<file path="src/rtl/ide_ctrlblk_mux.sv">
// Multi-channel IDE control-block decoder: alternate-status reads, device-control
// writes, nIEN shadow and a minimum-length soft-reset pulse per channel.
module ide_ctrlblk_mux #(
  parameter int unsigned CHANNELS        = 2,
  parameter int unsigned SRST_MIN_CYCLES = 16,
  parameter int unsigned CNT_W           = 16
) (
  input  logic                  clk,
  input  logic                  rst_n,
  input  logic [3*CHANNELS-1:0] io_address,
  input  logic [CHANNELS-1:0]   io_read,
  output logic [8*CHANNELS-1:0] io_readdata,
  input  logic [CHANNELS-1:0]   io_write,
  input  logic [8*CHANNELS-1:0] io_writedata,
  output logic [CHANNELS-1:0]   ide_altstat_read,
  input  logic [8*CHANNELS-1:0] ide_altstat_readdata,
  output logic [CHANNELS-1:0]   ide_devctl_write,
  output logic [8*CHANNELS-1:0] ide_devctl_writedata,
  output logic [CHANNELS-1:0]   ide_srst,
  output logic [CHANNELS-1:0]   ide_nien
);

  typedef enum logic [1:0] {
    S_IDLE   = 2'd0,
    S_ASSERT = 2'd1,
    S_HOLD   = 2'd2
  } srst_state_e;

  localparam logic [CNT_W-1:0] RELOAD = CNT_W'(SRST_MIN_CYCLES - 1);

  assign ide_devctl_writedata = io_writedata;

  genvar c;
  generate
    for (c = 0; c < CHANNELS; c++) begin : g_ch
      logic [2:0]       w_addr;
      logic [7:0]       w_wdata;
      logic [7:0]       w_alt;
      logic             w_sel6;
      logic             w_rd_valid;
      logic             w_wr6;
      logic             r_read_last;
      logic [7:0]       r_shadow;
      logic [7:0]       r_rdata;
      logic [CNT_W-1:0] r_cnt;
      logic [CNT_W-1:0] w_cnt_nxt;
      srst_state_e      r_state;
      srst_state_e      w_state_nxt;

      assign w_addr     = io_address[3*c +: 3];
      assign w_wdata    = io_writedata[8*c +: 8];
      assign w_alt      = ide_altstat_readdata[8*c +: 8];
      assign w_sel6     = (w_addr == 3'd6);
      assign w_rd_valid = io_read[c] & ~r_read_last;
      assign w_wr6      = io_write[c] & w_sel6;

      always_ff @(posedge clk or negedge rst_n) begin
        if (!rst_n) begin
          r_read_last <= 1'b0;
          r_shadow    <= '0;
          r_rdata     <= '1;
        end else begin
          r_read_last <= r_read_last ? 1'b0 : io_read[c];
          if (w_wr6) r_shadow <= w_wdata & 8'h06;
          if (w_sel6) r_rdata <= (r_state == S_IDLE) ? w_alt : 8'h80;
          else        r_rdata <= '1;
        end
      end

      // Exit tests use the pre-decrement count so the pulse lasts at least
      // SRST_MIN_CYCLES cycles measured from the asserting write edge.
      always_comb begin
        w_state_nxt = r_state;
        w_cnt_nxt   = (r_cnt != '0) ? r_cnt - CNT_W'(1) : r_cnt;
        case (r_state)
          S_IDLE: begin
            w_cnt_nxt = r_cnt;
            if (w_wr6 && w_wdata[2]) begin
              w_state_nxt = S_ASSERT;
              w_cnt_nxt   = RELOAD;
            end
          end
          S_ASSERT: begin
            if (w_wr6 && !w_wdata[2])
              w_state_nxt = (r_cnt != '0) ? S_HOLD : S_IDLE;
          end
          S_HOLD: begin
            if (w_wr6 && w_wdata[2]) begin
              w_state_nxt = S_ASSERT;
              w_cnt_nxt   = RELOAD;
            end else if (r_cnt == '0) begin
              w_state_nxt = S_IDLE;
            end
          end
          default: w_state_nxt = S_IDLE;
        endcase
      end

      always_ff @(posedge clk or negedge rst_n) begin
        if (!rst_n) begin
          r_state <= S_IDLE;
          r_cnt   <= '0;
        end else begin
          r_state <= w_state_nxt;
          r_cnt   <= w_cnt_nxt;
        end
      end

      assign io_readdata[8*c +: 8] = r_rdata;
      assign ide_altstat_read[c]   = w_rd_valid & w_sel6 & (r_state == S_IDLE);
      assign ide_devctl_write[c]   = w_wr6;
      assign ide_srst[c]           = (r_state != S_IDLE);
      assign ide_nien[c]           = r_shadow[1];
    end
  endgenerate

endmodule
</file>
<file path="config.mk">
export PLATFORM = sky130hd
export DESIGN_NAME = ide_ctrlblk_mux
export DESIGN_NICKNAME = d
export VERILOG_FILES = /design/src/rtl/ide_ctrlblk_mux.sv
export SDC_FILE = /design/constraint.sdc
export NUM_CORES = 1
export LEC_CHECK = 0
export CORE_UTILIZATION = 52
export CTS_CLUSTER_DIAMETER = 30
export DETAILED_ROUTE_END_ITERATION = 7
export PLACE_DENSITY = 0.89
export SLEW_MARGIN = 10
export SYNTH_ARGS = -nofsm -noshare
export SYNTH_HDL_FRONTEND = slang
export SYNTH_SLANG_ARGS = --single-unit
</file>
<file path="constraint.sdc">
create_clock -name clk -period 4.4 [get_ports clk]
set_clock_uncertainty 0.2 [all_clocks]
set_input_delay 0.44 -clock clk [delete_from_list [all_inputs] [get_ports clk]]
set_output_delay 0.44 -clock clk [all_outputs]
set_load 0.01 [all_outputs]
</file>
==> reports/qor.txt, run 1 <==
Critical Path RT: 3.76 ns
clock root cell: clkbuf_8
postcts setup bufs: 0
main flop type after synthesis: dfrtp_1
Post-synth EDFFs: 0
GRT overflow: 0
post-CTS sizing: 0
CTS tree: done
Netlist cell types: 55
CP top delay family: simple AND/OR/NAND/NOR gates
Clock Pin Slew Worst Setup and Hold Paths: 0.10 ns
fraction of the mapped netlist area in adder cells: 0.008187
via density per instance: 6.068
leakage power: 1.487 nW
GR Util All Layers: 0.2285
worst slew pin tran: 0.9744 ns
startpoint types: flop
Mapped Nets: 358
vias post-DR: 2,585
total power: 1.918 mW
drt initial violations: 230
Clock Sinks: 56
Seq/Total Area, Yosys: 0.4650
chip height: 78.67 um
Peak VDD IR: 0.0003366 V
endpoint class of the critical path: primary output
CP Launch Point: g_ch[1].r_state[0]
worst hold path type: input pin to asynchronous set/reset pin
Routed WL: 6676 um
Yosys top cell by area: dfrtp_1
placed inst area: 3570 um^2
Synth top area share: 0.3275
largest net degree at the start of global routing: 57
largest family of logic cells by synthesized area: simple AND/OR/NAND/NOR gates
Area contributors post-synth: dfrtp_1 33%, dfstp_2 14%, buf_4 4.4%
period utilization: 0.6882
hold buffers post-CTS: 0
RSZ-0062 raised after global routing: false
setup slack after placement: 1.549 ns
CORE AREA: 5574 um^2
commonest non-fill, non-tap cell in the layout: clkdlybuf4s50_1
Synth Area in XOR/XNOR: 0
Post-DRT Antenna Nets: 0
# H-tree levels: 2
Row Count: 27
Max Cap Viol: 0
Final Instance Area: 3681 um^2
Fillers: 451
Cell Count, Final, Fillers Out: 426
Post-route DRC: 0
chip width: 78.67 um
worst reg-to-reg setup slack: 1.67 ns
Fin. Hold Viols: 0
first-pass GRT wire length: 11,210 um
YS warnings: 0
Post-Syn Instances: 312
Worst Path Buf+Inv: 2
Synth Area in Simple Gates: 0.2366
Max-slew headroom: 0.3504
ratio of cells with drive above 1 in the final layout: 0.1102
Initial Util: 0.5484
setup slack after layout: 1.372 ns
r2r startpoint: g_ch[1].r_state[0]
Placed Cells: 418
asr flop ratio synth: 1.000
CP Data Arrival Time: 2.39 ns
synthesis-stage register bit count: 56
CP peak stage delay: 0.66 ns
crit-path cells: nor2_1 -> inv_2 -> nor3b_1 -> clkdlybuf4s50_1
Pwr Density: 521.0 nW/um^2
number of global-route vias before repair: 2,491
final number of setup-violating endpoints: 0
initial antenna violation count: 0
slowest stage cell, crit path: nor2_1
fmax: 330.2 MHz
port buffer count: 59
multiplexer area fraction after synthesis: 0.02947
Post-Syn Area: 3057 um^2
NumNets Final: 399
crit path time final: 3.028 ns
1st-pass router iterations: 4
die area: 6189 um^2
clk_lat worst skew: 0.31 ns
clk buf depth: 2
crit path kind: flop to primary output
Avg Cell Area, Syn: 9.797 um^2
Routed wire per std cell: 15.67 um
diode count: 0
Final Max Tran Viols: 0
routability cong.: 0.9044
Layout area overhead: 20.43%
Final HPWL DP: 4714 um
highest-count cells in the layout ignoring fill and taps: 58 x clkdlybuf4s50_1, 40 x dfrtp_1, 23 x nor2_1
post-synthesis compound-gate area fraction: 0.1854
IO Count: 84
status: finished clean
TNS Setup: 0 ns
CP Max Fanout: 13
total CTS buffers: 5
[logic make-up after synthesis]
group	Yosys count
flip-flops	56
AND/OR/NAND/NOR	121
AO/OA/AOI/OAI	83
buffers and inverters	41
adder cells (fa/ha/maj)	2
multiplexers	9
[path summary, 6_finish.rpt]
check | cells past startpoint | endpoint
max in group asynchronous | 2 | g_ch[0].r_read_last
max | 4 | ide_altstat_read[1]
min | 2 | g_ch[1].r_read_last
min reg2reg | 1 | g_ch[1].r_read_last
max reg2reg | 5 | g_ch[1].r_cnt[8]
min in group clk | 1 | g_ch[1].r_read_last
[per-layer routing]
metal	vias to the layer above	routed length, um	track usage
met5	-	0	0
met2	106	3404	0.3965
met3	21	362	0.05000
met1	1236	2784	0.2708
met4	0	125	0.09815
li1	1222	-	-
[where the power goes]
| part | leakage, nW | total [mW] | switching [mW] | internal [mW] |
|---|---|---|---|---|
| Sequential | 0.681 | 0.792 | 0.139 | 0.653 |
| Clock | 0.0541 | 0.333 | 0.164 | 0.169 |
| Combinational | 0.752 | 0.793 | 0.463 | 0.330 |
[registers in the layout, summed over array words and instances, names as in the netlist]
| register | cells |
|---|---|
| g_ch.r_cnt | 32 |
| g_ch.r_rdata | 16 |
| g_ch.r_state | 4 |
| g_ch.r_read_last | 2 |
| g_ch.r_shadow | 2 |
[area by class of cell]
cell class	instances	area, um^2	area share
well taps	72	90.09	0.02447
inverters	14	52.55	0.01428
repair buffers	61	600.6	0.1632
clock inverters	3	42.54	0.01156
multi-input cells	215	1405	0.3817
flip-flops and latches	56	1421	0.3861
clock buffers	5	68.82	0.01869
[synthesized netlist by cell type, drive strengths merged (3+ instances only)]
cell type	count
a21o	17
buf	20
nand2	16
o31ai	8
mux2i	9
a211oi	6
dfrtp	40
o21ai	13
dfstp	16
and2	4
nand2b	7
or4	15
a31oi	6
or3	12
nand3	8
a21oi	15
nor3b	3
nor4	8
nor2b	6
nor2	23
clkbuf	7
nor3	6
inv	12
[through the flow]
step                      hold WS [ns]    util
after floorplan               -0.05559       -
after global placement          0.1911  0.6404
after detailed placement        0.2042  0.6404
after CTS                      0.06905  0.6604
after global routing           0.09918  0.6604
final                          0.05308  0.6604
Power figures use the tool's default switching activity.
==> inputs of run 2 (changes only) <==
- CORE_UTILIZATION: 52 -> 48
- PLACE_DENSITY: 0.89 -> 0.84
- clock period: 4.4 -> 2.9 ns (I/O delays scaled with it)
==> run 2 against run 1 <==
Compared with the run above: non-clock buffer count up 10; first-iteration DRC count shrank 22%; die area grew 8.1%; global-route usage decreased by 0.63 points; sequential cell count stayed put; sequential power grew 50%; clock-buffer cell count up 1; clock power is 50% higher; final cell count grew 3.1%; via count decreased by 1.7%; critical endpoint is now g_ch[1].r_cnt[13]; highest routed layer unchanged.
==> reports/qor.txt, run 2 (synthesis gave the netlist of run 1 again) <==
status: finished clean
depth of the worst register-to-register path: 6 (+1)
Clock Sinks: 56 (unchanged)
routability cong.: 0.8473 (-6.3%)
Biggest register: g_ch.r_cnt
first-pass GRT wire length: 11,510 um (+2.6%)
Placed Cells: 430 (+2.9%)
Peak VDD IR: 0.0005014 V (+49%)
CTS tree: done
clk buf depth: 2 (unchanged)
ratio of cells with drive above 1 in the final layout: 0.1291 (+0.01895)
reg2reg end: g_ch[1].r_cnt[13]
diode count: 0 (unchanged)
total CTS buffers: 5 (unchanged)
TNS Setup: 0 ns (unchanged)
post-CTS sizing: 0 (unchanged)
worst slew pin tran: 0.6101 ns (-0.3643 ns)
worst hold path type: flop to flop
RSZ-0062 raised after global routing: false
drt initial violations: 180 (-22%)
1st-pass router iterations: 4 (unchanged)
number of global-route vias before repair: 2,490 (-0.040%)
Post-DRT Antenna Nets: 0 (unchanged)
max FFs per register: 32 (unchanged)
Clock Pin Slew Worst Setup and Hold Paths: 0.10 ns (about the same)
leakage power: 1.535 nW (+3.2%)
Cell Count, Final, Fillers Out: 439 (+3.1%)
CP Data Arrival Time: 2.54 ns (+0.15 ns)
worst reg-to-reg setup slack: 0.39 ns (-1.28 ns)
largest net degree at the start of global routing: 23 (-60%)
# H-tree levels: 2 (unchanged)
clk_lat worst skew: 0.30 ns (about the same)
die area: 6691 um^2 (+8.1%)
startpoint types: flop
NumNets Final: 409 (+2.5%)
final number of setup-violating endpoints: 0 (unchanged)
vias post-DR: 2,540 (-1.7%)
highest-count cells in the layout ignoring fill and taps: 58 x clkdlybuf4s50_1, 40 x dfrtp_1, 23 x nor2_1
Layout area overhead: 22.96%
Critical Path RT: 2.93 ns (-0.83 ns)
Post-route DRC: 0 (unchanged)
GRT overflow: 0 (unchanged)
IO Count: 84 (unchanged)
r2r startpoint: g_ch[1].r_cnt[0]
chip height: 81.80 um (+4.0%)
Initial Util: 0.5073 (-0.04111)
period utilization: 0.8660
port buffer count: 59 (unchanged)
Pwr Density: 781.8 nW/um^2 (+50%)
Max Cap Viol: 0 (unchanged)
Routed wire per std cell: 15.42 um (-1.6%)
total power: 2.938 mW (+53%)
endpoint class of the critical path: flop
hold_sp: g_ch[0].r_read_last
clock root cell: clkbuf_8
CORE AREA: 6026 um^2 (+8.1%)
fmax: 398.2 MHz
CP Max Fanout: 5 (-8)
GR Util All Layers: 0.2222 (-0.006280)
crit path kind: flop to flop
crit path time final: 2.511 ns
Worst Hold Path EP: g_ch[0].r_read_last
commonest non-fill, non-tap cell in the layout: clkdlybuf4s50_1
postcts setup bufs: 0 (unchanged)
hold path depth: 1
Final HPWL DP: 5000 um (+6.1%)
Row Count: 28 (+3.7%)
chip width: 81.80 um (+4.0%)
Final Max Tran Viols: 0 (unchanged)
Max-slew headroom: 0.5917 (+0.2414)
top flop regs: g_ch.r_cnt x32, g_ch.r_rdata x16, g_ch.r_state x4
Fin. Hold Viols: 0 (unchanged)
Routed WL: 6771 um (+1.4%)
initial antenna violation count: 0 (unchanged)
via density per instance: 5.786 (-4.7%)
run 2: worst max-delay path by stage:
stage                                start                 to  slack [ns]  cells past startpoint
after floorplan           g_ch[1].r_cnt[0]  g_ch[1].r_cnt[10]        0.51                      7
after global placement    g_ch[0].r_cnt[0]   g_ch[0].r_cnt[3]        0.47                      6
after detailed placement  g_ch[1].r_cnt[0]  g_ch[1].r_cnt[13]        0.41                      6
after CTS                 g_ch[1].r_cnt[0]  g_ch[1].r_cnt[13]        0.40                      6
after global routing      g_ch[0].r_cnt[0]   g_ch[0].r_cnt[3]        0.20                      6
final                     g_ch[1].r_cnt[0]  g_ch[1].r_cnt[13]        0.39                      6
run 2: stage by stage:
stage	util	setup WS (ns)	cell area [um^2]	hold WS (ns)
after global placement	0.6042	0.4713	3641	0.05259
after floorplan	-	0.5087	3057	-0.2056
after detailed placement	0.6042	0.4063	3641	0.05473
after global routing	0.6238	0.2007	3759	0.2496
after CTS	0.6238	0.3973	3759	0.2191
final	0.6238	0.3885	3759	0.2142
run 2: report_power, final:
group | leakage, nW | internal (mW) | total (mW) | switching [mW]
Combinational | 0.799 | 0.540 | 1.25 | 0.705
Sequential | 0.681 | 0.991 | 1.19 | 0.203
Clock | 0.0552 | 0.257 | 0.499 | 0.242
run 2: cell type report:
type | instances | area, um^2
multi-input cells | 215 | 1405
clock buffers | 6 | 72.57
clock inverters | 2 | 35.03
inverters | 14 | 52.55
repair buffers | 71 | 678.2
fillers | 515 | 2267
flip-flops and latches | 56 | 1421
well taps | 75 | 93.84
run 2: repair_timing:
action	in CTS	in global routing
endpoints found under the hold margin	13	0
setup endpoints to repair	0	0
hold buffers	1	0
run 2: worst max-delay path, cell delays in order, from the launching register on:
cell and delay, ns:
dfrtp_1 0.42, inv_1 0.08, ha_1 0.19, or4b_2 0.70
or4_4 0.49, a21o_1 0.20, a31oi_1 0.16
run 2: routing by layer:
| layer | track usage | up-vias | part of all wire |
|---|---|---|---|
| li1 | - | 1254 | - |
| met1 | 0.2999 | 1199 | 0.45 |
| met2 | 0.3711 | 83 | 0.49 |
| met3 | 0.03667 | 4 | 0.058 |
| met4 | 0.05439 | 0 | 0.0068 |
| met5 | 0 | - | 0 |
